File: src/rtl/branch_resolver_if.sv
// branch_resolver_if: resolver<->front-end/predictor signal bundle; master = resolver (drives request/result/taken/stall/mispredict/flush/resolve_err/counters), slave = environment (drives fetch_branch/resolve_valid/resolve_taken/prediction)
interface branch_resolver_if #(parameter int CNT_W = 16);
  logic fetch_branch, resolve_valid, resolve_taken, prediction;
  logic request, result, taken, stall, mispredict, flush, resolve_err;
  logic [CNT_W-1:0] branch_count, miss_count;
  modport master(
    input  fetch_branch, resolve_valid, resolve_taken, prediction,
    output request, result, taken, stall, mispredict, flush, resolve_err, branch_count, miss_count
  );
  modport slave(
    output fetch_branch, resolve_valid, resolve_taken, prediction,
    input  request, result, taken, stall, mispredict, flush, resolve_err, branch_count, miss_count
  );
endinterface

File: src/rtl/branch_resolver.sv
// branch_resolver: issues predictor requests, queues predictions in order, returns outcomes as result/taken and flushes on mispredict; ports clk, rst, bus (branch_resolver_if.master)
module branch_resolver #(
  parameter int DEPTH = 4,
  parameter int CNT_W = 16
) (
  input logic clk,
  input logic rst,
  branch_resolver_if.master bus
);
  localparam int AW = $clog2(DEPTH);
  logic [DEPTH-1:0] q;
  logic [AW-1:0] rptr, wptr;
  logic [AW:0] count;
  logic cap_pend, empty, pop, bypass, resolve, head, kill, capture;
  logic result_q, taken_q, miss_q, err_q;
  logic [CNT_W-1:0] branch_q, miss_cnt_q;
  always_comb begin
    empty = count == '0;
    pop = bus.resolve_valid & ~empty;
    bypass = bus.resolve_valid & empty & cap_pend;
    resolve = pop | bypass;
    head = pop ? q[rptr] : bus.prediction;
    kill = resolve & (head != bus.resolve_taken);
    capture = cap_pend & ~kill & ~bypass;
    bus.stall = (count == (AW+1)'(DEPTH)) | ((count == (AW+1)'(DEPTH-1)) & cap_pend);
    bus.request = bus.fetch_branch & ~bus.stall & ~rst & ~kill;
  end
  always_ff @(posedge clk)
    if (capture) q[wptr] <= bus.prediction;
  always_ff @(posedge clk) begin
    if (rst) begin
      rptr <= '0;
      wptr <= '0;
      count <= '0;
      cap_pend <= 1'b0;
      result_q <= 1'b0;
      taken_q <= 1'b0;
      miss_q <= 1'b0;
      err_q <= 1'b0;
      branch_q <= '0;
      miss_cnt_q <= '0;
    end else begin
      cap_pend <= bus.request;
      rptr <= kill ? '0 : rptr + AW'(pop);
      wptr <= kill ? '0 : wptr + AW'(capture);
      count <= kill ? '0 : count + (AW+1)'(capture) - (AW+1)'(pop);
      result_q <= resolve;
      taken_q <= resolve & bus.resolve_taken;
      miss_q <= kill;
      err_q <= bus.resolve_valid & empty & ~cap_pend;
      if (resolve && !(&branch_q)) branch_q <= branch_q + CNT_W'(1);
      if (kill && !(&miss_cnt_q)) miss_cnt_q <= miss_cnt_q + CNT_W'(1);
    end
  end
  assign bus.result = result_q;
  assign bus.taken = taken_q;
  assign bus.mispredict = miss_q;
  assign bus.flush = miss_q;
  assign bus.resolve_err = err_q;
  assign bus.branch_count = branch_q;
  assign bus.miss_count = miss_cnt_q;
endmodule
File: src/flat_wrapper.sv
// flat-port wrapper written by rule: the top's interface ports become plain ports
module branch_resolver_flat 
#(
  parameter int DEPTH = 4,
  parameter int CNT_W = 16
)
  (clk, rst, bus_fetch_branch, bus_resolve_valid, bus_resolve_taken, bus_prediction, bus_request, bus_result, bus_taken, bus_stall, bus_mispredict, bus_flush, bus_resolve_err, bus_branch_count, bus_miss_count);
  branch_resolver_if #(.CNT_W(CNT_W)) bus_i ();
  input logic clk;
  input logic rst;
  input wire logic [$bits(bus_i.fetch_branch)-1:0] bus_fetch_branch;
  input wire logic [$bits(bus_i.resolve_valid)-1:0] bus_resolve_valid;
  input wire logic [$bits(bus_i.resolve_taken)-1:0] bus_resolve_taken;
  input wire logic [$bits(bus_i.prediction)-1:0] bus_prediction;
  output wire logic [$bits(bus_i.request)-1:0] bus_request;
  output wire logic [$bits(bus_i.result)-1:0] bus_result;
  output wire logic [$bits(bus_i.taken)-1:0] bus_taken;
  output wire logic [$bits(bus_i.stall)-1:0] bus_stall;
  output wire logic [$bits(bus_i.mispredict)-1:0] bus_mispredict;
  output wire logic [$bits(bus_i.flush)-1:0] bus_flush;
  output wire logic [$bits(bus_i.resolve_err)-1:0] bus_resolve_err;
  output wire logic [$bits(bus_i.branch_count)-1:0] bus_branch_count;
  output wire logic [$bits(bus_i.miss_count)-1:0] bus_miss_count;
  assign bus_i.fetch_branch = bus_fetch_branch;
  assign bus_i.resolve_valid = bus_resolve_valid;
  assign bus_i.resolve_taken = bus_resolve_taken;
  assign bus_i.prediction = bus_prediction;
  assign bus_request = bus_i.request;
  assign bus_result = bus_i.result;
  assign bus_taken = bus_i.taken;
  assign bus_stall = bus_i.stall;
  assign bus_mispredict = bus_i.mispredict;
  assign bus_flush = bus_i.flush;
  assign bus_resolve_err = bus_i.resolve_err;
  assign bus_branch_count = bus_i.branch_count;
  assign bus_miss_count = bus_i.miss_count;
  branch_resolver #(.DEPTH(DEPTH), .CNT_W(CNT_W)) u_core (.clk(clk), .rst(rst), .bus(bus_i));
endmodule
File: config.mk
export PLATFORM = sky130hd
export DESIGN_NAME = branch_resolver_flat
export DESIGN_NICKNAME = d
export VERILOG_FILES = /design/src/rtl/branch_resolver_if.sv /design/src/rtl/branch_resolver.sv /design/src/flat_wrapper.sv
export SDC_FILE = /design/constraint.sdc
export NUM_CORES = 1
export LEC_CHECK = 0
export CAP_MARGIN = 10
export CORE_ASPECT_RATIO = 0.5
export CORE_MARGIN = 1.5
export CORE_UTILIZATION = 56
export DETAILED_ROUTE_END_ITERATION = 10
export GPL_TIMING_DRIVEN = 0
export PLACE_DENSITY = 0.85
export SETUP_SLACK_MARGIN = 0.2
export SYNTH_ARGS = -nofsm -noshare
export SYNTH_HDL_FRONTEND = slang
export SYNTH_SLANG_ARGS = --single-unit
export TNS_END_PERCENT = 1
File: constraint.sdc
create_clock -name clk -period 5.8 [get_ports clk]
set_input_delay 1.16 -clock clk [delete_from_list [all_inputs] [get_ports clk]]
set_output_delay 1.16 -clock clk [all_outputs]
set_load 0.01 [all_outputs]
* After elaboration in Yosys (flattened, before gate mapping)
Index checks and enable logic that the tools add are counted.
** Storage, ports and cells
- Register bits after elaboration :: 48
- Input port bits :: 6
- Logic and storage cells :: 58
** Cells by class
- Add/sub/neg operators :: 6
- Order comparisons :: 3
- Eq/ne operators :: 3
- Multiplexer cells :: 6
- Bitwise logic cells :: 20
- Reductions and logical operators :: 9
** Operators by type and width (count)
- 16-bit by 1-bit adder with 16-bit output (second input constant) :: 2
- 16-bit AND reduction :: 2
- 1-bit bitwise AND :: 12
- 2-bit by 3-bit < comparator with 1-bit output (second input constant) :: 2
- 1-bit inverter :: 6
- 2-bit by 1-bit adder with 2-bit output :: 2
- 4-bit bitwise mux :: 1
- 3-bit by 1-bit adder with 3-bit output :: 1
- 3-bit by 2-bit == test with 1-bit output (second input constant) :: 1
- 3-bit == test (second input constant) :: 1
- 1-bit logical AND :: 3
- 3-bit logical NOT :: 1
- 1-bit 2-to-1 mux :: 3
- 3-bit by 1-bit subtractor with 3-bit output :: 1
- 1-bit binary-select mux with 2-bit select :: 1
- 1-bit demux with 2-bit select :: 1
- 2-bit by 1-bit greater-or-equal comparator with 1-bit output (second input constant) :: 1
- 1-bit logical NOT :: 2
- 1-bit OR :: 2
- 2-bit OR reduction :: 1
- 1-bit inequality test :: 1

* Logic depth before layout (Yosys ltp)
Gate-level depths: netlist of the first run.
- Depth in word-level cells :: 11
- Gate-level depth with buffers :: 10

* Worst setup path after synthesis of the first run
OpenSTA, ideal clock, no wires.
- Path kind :: input to output
- Start point :: input bus_prediction
- End point :: output bus_request
- Arrival :: 2141 ps
- Path slack :: 2499 ps
- Stages on the path :: 5
- Path buffers :: 1
- Path through :: a221o_2 nand3_2 clkbuf_8 nand2b_1 nor3_1
** On the way
- Word-level cells in the longest chain between the ends :: 5
** Ends and longest elaborated chain
- start, declared :: RTL line flat_wrapper.sv:14 : input wire logic [$bits(bus_i.prediction)-1:0] bus_prediction;
- 1-bit 2-to-1 mux :: RTL line branch_resolver.sv:22 : head = pop ? q[rptr] : bus.prediction;
- 1-bit inequality test :: RTL line branch_resolver.sv:23 : kill = resolve & (head != bus.resolve_taken);
- 1-bit bitwise AND :: RTL line branch_resolver.sv:23
- 1-bit inverter :: RTL line branch_resolver.sv:26 : bus.request = bus.fetch_branch & ~bus.stall & ~rst & ~kill;
- 1-bit bitwise AND :: RTL line branch_resolver.sv:26
- end, declared :: RTL line flat_wrapper.sv:15 : output wire logic [$bits(bus_i.request)-1:0] bus_request;
Every way passes these cells.

* Worst setup path after layout of the first run
Ends and elaborated chain as after synthesis.

==> results of run 1 <==
-- metrics by stage --
stage           util  std cells  setup slack [ps]  hold slack, ps
2_1_floorplan      -        263              2500             485
3_3_place_gp   0.731        361              1400             478
3_5_place_dp   0.731        361              1320             497
4_1_cts        0.763        369              1320             506
5_1_grt        0.763        369              1280             531
6_report       0.763        369              1310             507
-- report_power, final --
| part | switching [mW] | internal [mW] | leakage, nW |
|---|---|---|---|
| sequential | 0.0269 | 0.360 | 0.392 |
| combinational | 0.130 | 0.120 | 0.607 |
| clock | 0.113 | 0.155 | 0.0636 |
| total | 0.271 | 0.635 | 1.06 |
-- cell usage after synthesis, types with 6 or more instances --
cell,n,share of area
sky130_fd_sc_hd__dfxtp_1,44,0.36
sky130_fd_sc_hd__nor3_1,9,0.018
sky130_fd_sc_hd__nand3_1,16,0.033
sky130_fd_sc_hd__o31ai_1,8,0.025
sky130_fd_sc_hd__a21oi_1,12,0.025
sky130_fd_sc_hd__nand4_1,13,0.033
sky130_fd_sc_hd__o21ai_0,7,0.014
sky130_fd_sc_hd__xor2_1,14,0.050
sky130_fd_sc_hd__and2_1,6,0.015
sky130_fd_sc_hd__nor2_1,29,0.045
sky130_fd_sc_hd__or4_1,10,0.031
sky130_fd_sc_hd__inv_1,10,0.015
sky130_fd_sc_hd__ha_1,6,0.031
sky130_fd_sc_hd__xnor2_1,7,0.025
sky130_fd_sc_hd__nand2_1,11,0.017
sky130_fd_sc_hd__nor4_1,7,0.018
-- how the worst min path moves through the flow --
stage	from	endpoint	slack (ps)	cells after the start
2_1_floorplan	u_core.cap_pend	u_core.bus.resolve_err	490	1
3_3_place_gp	u_core.bus.miss_count[9]	u_core.bus.miss_count[9]	480	2
3_5_place_dp	u_core.bus.miss_count[9]	u_core.bus.miss_count[9]	500	2
4_1_cts	u_core.bus.miss_count[9]	u_core.bus.miss_count[9]	510	2
5_1_grt	u_core.bus.miss_count[9]	u_core.bus.miss_count[9]	530	2
6_report	u_core.bus.miss_count[9]	u_core.bus.miss_count[9]	510	2
-- metal layers --
layer	wire length, µm	share of wire	global-route usage
met1	2550	0.44	0.343
met2	2720	0.47	0.440
met3	366	0.063	0.0602
met4	144	0.025	0.103
met5	0	0	0
-- cell type report --
cell class,count,share of cell area
well taps,54,0.0220
flip-flops and latches,48,0.326
multi-input cells,192,0.415
plain buffers,13,0.0399
inverters,10,0.0122
clock buffers,7,0.0318
repair buffers,44,0.143
clock inverters,1,0.00978
-- cells in the final DEF, fill, tap and decap left out, drive strengths merged, types with 6 or more instances in the layout --
| cell type | n |
|---|---|
| a21oi | 12 |
| and2 | 6 |
| clkbuf | 13 |
| clkdlybuf4s50 | 44 |
| dfxtp | 44 |
| ha | 6 |
| inv | 10 |
| nand2 | 11 |
| nand3 | 17 |
| nand4 | 13 |
| nor2 | 30 |
| nor3 | 9 |
| nor4 | 7 |
| o21ai | 7 |
| o31ai | 8 |
| or4 | 10 |
| xnor2 | 7 |
| xor2 | 14 |
-- critical path, delay by kind of cell --
kind | cells | cell delay [ps]
buffers and inverters | 3 | 1290
AO/OA/AOI/OAI | 1 | 450
AND/OR/NAND/NOR | 3 | 440
-- sequential cells by signal, summed over array words and instances (netlist names), 2 cells and up --
name / count
u_core.bus.branch_count: 16
u_core.bus.miss_count: 16
u_core.count: 3
u_core.q: 4
u_core.rptr: 2
u_core.wptr: 2
-- logic make-up after synthesis --
family                     after synthesis  share of synthesized area
adders and majority gates                7                     0.0391
and+or+nand+nor                        125                      0.289
muxes                                    6                     0.0319
buffers and inverters                   23                     0.0658
DFF                                     48                      0.411
xor gates and xnor gates                21                     0.0755
AOI/OAI and AO/OA                       33                     0.0874
==> results by group, run 1 <==
Cells and area
  – Count of nets after finishing: ~330
  – Area used by multi-input combinational logic: ~0.0013 mm²
  – Antenna fix cells: 0
  – Number of fill cells: about 290
  – FF/Latch Area: about 0.001 mm²
  – Share of post-route cells with drive strength above 1: 0.0889
  – Design Area, Final: ~0.003 mm²
  – Area growth from synthesis to final layout: 26.1%

Routing
  – Detail Route Antenna Nets: 0
  – Average detailed-routed wire length per instance: about 16 µm
  – Count of routing violations after the opening detailed-route iteration: 120
  – Number of iterations in the first detailed-routing pass: 5
  – DRC: 0
  – Total number of vias: roughly 2200
  – WL final: 5780 µm
  – Post-detailed-route via-to-cell ratio: between 5 and 6

Global routing
  – Via count of the first global-routing pass: between 2000 and 2500
  – Pin count of the biggest net entering global routing: 16
  – Total routing resource utilization after global routing: 0.268
  – Total grt overflow: 0
  – First-pass GRT wire length: ~10000 µm
  – Number of antenna violations at the first check in global routing: 0

Setup path
  – Cell type of the slowest stage on the worst timing path: sky130_fd_sc_hd__clkdlybuf4s50_1
  – Endpoint kind of the worst setup timing path: output pin
  – Critical path data required time: ~4600 ps
  – Reg2Reg Capture Point: u_core.count[2]
  – R2R cell count: 10
  – Origin of the worst setup path: bus_prediction
  – Cell-by-cell trace of the critical path: clkdlybuf4s50_1 > a221o_2 > nand3_2 > clkbuf_8 > nand2b_1 > nor3_1 > clkdlybuf4s50_1
  – Setup Crit Path Kind: primary input to output pin
  – Worst-path maximum fanout: 10
  – Worst path most repeated cell: sky130_fd_sc_hd__clkdlybuf4s50_1
  – Register-to-register setup slack: ~3100 ps
  – Largest stage delay on the critical path: approximately 560 ps
  – Worst setup path end: bus_request
  – Data arrival, critical path: 3330 ps
  – Beginning of the worst register-to-register path: u_core.count[1]
  – CP Launch Type: primary input

STA
  – Clock skew after layout: between 10 and 15 ps
  – Count of final setup violators: 0
  – Max Freq: ~220 MHz
  – Share of the clock period used by the worst path after layout: 0.775
  – Relative slew margins: 0.406
  – Final slew viol count: 0
  – RSZ-0062 raised after global routing: no
  – Hold violation count in the final report: 0
  – Setup TNS: 0 ps
  – Fin crit period: between 4000 and 5000 ps
  – Worst-margin pin slew: around 880 ps

Pwr
  – Design Power: 905 µW
  – Ratio of total power to cell area: ~290 mW/mm²
  – Leakage power figure: between 1 and 1.5 nW
  – Max rail drop VDD: around 0.00018 V

Synthesis
  – Post-synthesis register bit count: 48
  – Count of flip-flops with a built-in enable after synthesis: 4
  – Synth warn: 0
  – Mean instance size in the synthesized netlist: approximately 9.3 µm²
  – Synthesized Nets: roughly 280
  – Synthesized instance count: approximately 260
  – Count of distinct cell types in the synthesized netlist: 44
  – FFs w/ async S/R, synth: 0
  – Top flip-flop cell by instance count after synthesis: sky130_fd_sc_hd__dfxtp_1
  – Cell area after technology mapping: about 0.0024 mm²
  – Sequential element share of the synthesized area: 0.411

CTS
  – CTS buffer count: 5
  – CTS sink cnt: 48
  – Number of buffers added for setup after CTS: 0
  – Longest Clk Path Bufs: 2
  – Clk slew on worst S/H paths: roughly 90 ps
  – CTS Hold Buffers Added: 0
  – Skew-Pair Late Insertion Delay: ~310 ps
  – Root buffer selected by CTS: sky130_fd_sc_hd__clkbuf_8
  – Post-cts repair resize count: 0
  – Total number of H-tree levels: 2
  – Clock tree from TritonCTS: done

Floorplan
  – Horiz. Die Dim: approximately 96 µm
  – Initial Util: 0.605
  – Die Y-Extent: around 50 µm
  – I/O pin count: 45
  – Number of placement rows: 16
  – DIE AREA: around 0.0048 mm²
  – Core region area: roughly 0.004 mm²

Hold path
  – Hold WC Path Type: flop to flop

Run
  – Number of max-capacitance violations reported: 0

Placement
  – I/O Buffers: 44
  – DP Wirelength: around 4200 µm
  – Placement Cell Area: between 0.002 and 0.003 mm²
  – Gpl congestion: ~0.83

Run status
  – Result of the run: completed
No activity file was read; power rests on OpenSTA's default activity.
==> run 2: changes to the inputs <==
--- a/config.mk
+++ b/config.mk
@@ -8,10 +8,10 @@
 export CAP_MARGIN = 10
 export CORE_ASPECT_RATIO = 0.5
 export CORE_MARGIN = 1.5
-export CORE_UTILIZATION = 56
+export CORE_UTILIZATION = 52
 export DETAILED_ROUTE_END_ITERATION = 10
 export GPL_TIMING_DRIVEN = 0
-export PLACE_DENSITY = 0.85
+export PLACE_DENSITY = 0.79
 export SETUP_SLACK_MARGIN = 0.2
 export SYNTH_ARGS = -nofsm -noshare
 export SYNTH_HDL_FRONTEND = slang
==> constraint.sdc (replaced) <==
create_clock -name clk -period 4.41 [get_ports clk]
set_input_delay 0.882 -clock clk [delete_from_list [all_inputs] [get_ports clk]]
set_output_delay 0.882 -clock clk [all_outputs]
set_load 0.01 [all_outputs]
==> run 2 against run 1 <==
Global-route usage is 3.4 points lower. First-iteration DRC count fell by 10%. Sequential share of layout area rose by 0.28 points. Wire length down 4.2%. Sequential power rose by 31%. Critical endpoint unchanged.
==> results by group, run 2 (synthesis gave the netlist of run 1 again) <==
Pwr
  – Max rail drop VDD: 0.000260 V (+46%)
  – Leakage power figure: 1.04 nW (-1.9%)
  – Design Power: 1.11 mW (+23%)
  – Ratio of total power to cell area: 365 mW/mm² (+24%)

Run status
  – Result of the run: completed

Placement
  – Placement Cell Area: 0.00295 mm² (+0.13%)
  – DP Wirelength: 4030 µm (-3.6%)
  – Worst Setup Slack post-DPL: 511 ps (-806 ps)
  – I/O Buffers: 44 (unchanged)
  – Gpl congestion: 0.823 (-1.1%)

Routing
  – Count of routing violations after the opening detailed-route iteration: 108 (-10%)
  – Average detailed-routed wire length per instance: 14.9 µm (-4.9%)
  – DRC: 0 (unchanged)
  – Post-detailed-route via-to-cell ratio: 5.81 (-2.2%)
  – Detail Route Antenna Nets: 0 (unchanged)
  – Total number of vias: 2163 (-1.4%)
  – WL final: 5540 µm (-4.2%)
  – Number of iterations in the first detailed-routing pass: 4 (-1)

CTS
  – Clk slew on worst S/H paths: 90 ps (about the same)
  – Root buffer selected by CTS: sky130_fd_sc_hd__clkbuf_8
  – Longest Clk Path Bufs: 2 (unchanged)
  – CTS buffer count: 5 (unchanged)
  – Post-cts repair resize count: 0 (unchanged)
  – Total number of H-tree levels: 2 (unchanged)
  – Number of buffers added for setup after CTS: 0 (unchanged)
  – Clock tree from TritonCTS: done
  – CTS Hold Buffers Added: 0 (unchanged)
  – Skew-Pair Late Insertion Delay: 310 ps (about the same)
  – CTS sink cnt: 48 (unchanged)

STA
  – Count of final setup violators: 0 (unchanged)
  – Share of the clock period used by the worst path after layout: 0.890
  – Worst-margin pin slew: 982 ps (+99.2 ps)
  – Relative slew margins: 0.339 (-0.0668)
  – Clock skew after layout: 6.05 ps (-6.34 ps)
  – Final slew viol count: 0 (unchanged)
  – RSZ-0062 raised after global routing: no
  – Hold violation count in the final report: 0 (unchanged)
  – Max Freq: ~250 MHz
  – Setup TNS: 0 ps (unchanged)
  – Worst setup slack after layout: 484 ps (-823 ps)
  – Fin crit period: approximately 3900 ps

Setup path
  – Endpoint kind of the worst setup timing path: output pin
  – Data arrival, critical path: 3040 ps (-290 ps)
  – Setup Crit Path Kind: primary input to output pin
  – Critical path data required time: 3530 ps (-1110 ps)
  – Worst-path maximum fanout: 10 (unchanged)
  – CP Launch Type: primary input

Global routing
  – Via count of the first global-routing pass: 2009 (-2.9%)
  – Number of antenna violations at the first check in global routing: 0 (unchanged)
  – Total routing resource utilization after global routing: 0.234 (-0.0342)
  – First-pass GRT wire length: 9260 µm (-5.4%)
  – Pin count of the biggest net entering global routing: 16 (unchanged)
  – Total grt overflow: 0 (unchanged)

Cells and area
  – Area growth from synthesis to final layout: 25.0%
  – Design Area, Final: 0.00304 mm² (-0.86%)
  – Antenna fix cells: 0 (unchanged)
  – Commonest cells after routing, fill and taps aside: sky130_fd_sc_hd__clkdlybuf4s50_1 (44), sky130_fd_sc_hd__dfxtp_1 (44), sky130_fd_sc_hd__nor2_1 (29)
  – Count of nets after finishing: 327 (unchanged)
  – Share of post-route cells with drive strength above 1: 0.0921 (+0.00317)
  – Number of fill cells: 352 (+21%)
  – Share of the core filled with cells: 0.685 (-0.0783)

Floorplan
  – Number of placement rows: 17 (+1)
  – Initial Util: 0.548 (-0.0574)
  – Core region area: 0.00445 mm² (+10%)
  – Horiz. Die Dim: 99.8 µm (+3.7%)
  – I/O pin count: 45 (unchanged)
  – DIE AREA: 0.00513 mm² (+7.3%)
  – Die Y-Extent: 51.4 µm (+3.5%)

Run
  – Number of max-capacitance violations reported: 0 (unchanged)

Hold path
  – Hold WC Path Type: flop to flop
[run 2: layer usage]
metal	track usage	vias up	part of all wire	wire [µm]
met5	0	-	0	0
met4	0.0892	0	0.013	74
met3	0.0547	9	0.052	286
met2	0.391	74	0.46	2580
met1	0.297	1029	0.47	2610
li1	-	1051	-	-
[run 2: cell type report]
class,count,area (µm²),share of cell area
buffer,13,123,0.0403
clock buffer,6,82.6,0.0271
clock inverter,2,15.0,0.00493
inverter,10,37.5,0.0123
multi-input combinational,192,1270,0.418
sequential,48,1000,0.329
tap,57,71.3,0.0234
timing repair buffer,44,440,0.145
[run 2: worst paths after layout]
check | start | to | slack, ps | cells after the start
hold / removal | u_core.bus.miss_count[12] | u_core.bus.miss_count[12] | 500 | 2
hold reg to reg | u_core.bus.miss_count[12] | u_core.bus.miss_count[12] | 500 | 2
setup reg to reg | u_core.count[1] | u_core.count[2] | 1780 | 10
setup / recovery | bus_prediction | bus_request | 480 | 7
[run 2: stage by stage]
stage          hold slack (ps)  std cells
5_1_grt                    543        372
2_1_floorplan              485        263
3_5_place_dp               491        364
4_1_cts                    505        372
3_3_place_gp               486        364
6_report                   504        372
[run 2: where the power goes]
group	switching, mW	internal [mW]
Combinational	0.166	0.157
Sequential	0.0335	0.473
Clock	0.153	0.127
[run 2: worst max-delay path, cell delays in order]
cell                              delay (ps)
sky130_fd_sc_hd__clkdlybuf4s50_1         550
sky130_fd_sc_hd__a221o_2                 440
sky130_fd_sc_hd__nand3_2                 100
sky130_fd_sc_hd__clkbuf_8                160
sky130_fd_sc_hd__nand2b_1                160
sky130_fd_sc_hd__nor3_1                  170
sky130_fd_sc_hd__clkdlybuf4s50_1         560
==> run 3: changes to the inputs <==
--- a/config.mk
+++ b/config.mk
@@ -10,6 +10,7 @@
 export CORE_MARGIN = 1.5
 export CORE_UTILIZATION = 52
 export DETAILED_ROUTE_END_ITERATION = 10
+export GPL_ROUTABILITY_DRIVEN = 0
 export GPL_TIMING_DRIVEN = 0
 export PLACE_DENSITY = 0.79
 export SETUP_SLACK_MARGIN = 0.2
==> results of run 3 <==
The final DEF is identical to that of run 2; final timing and power are the same.
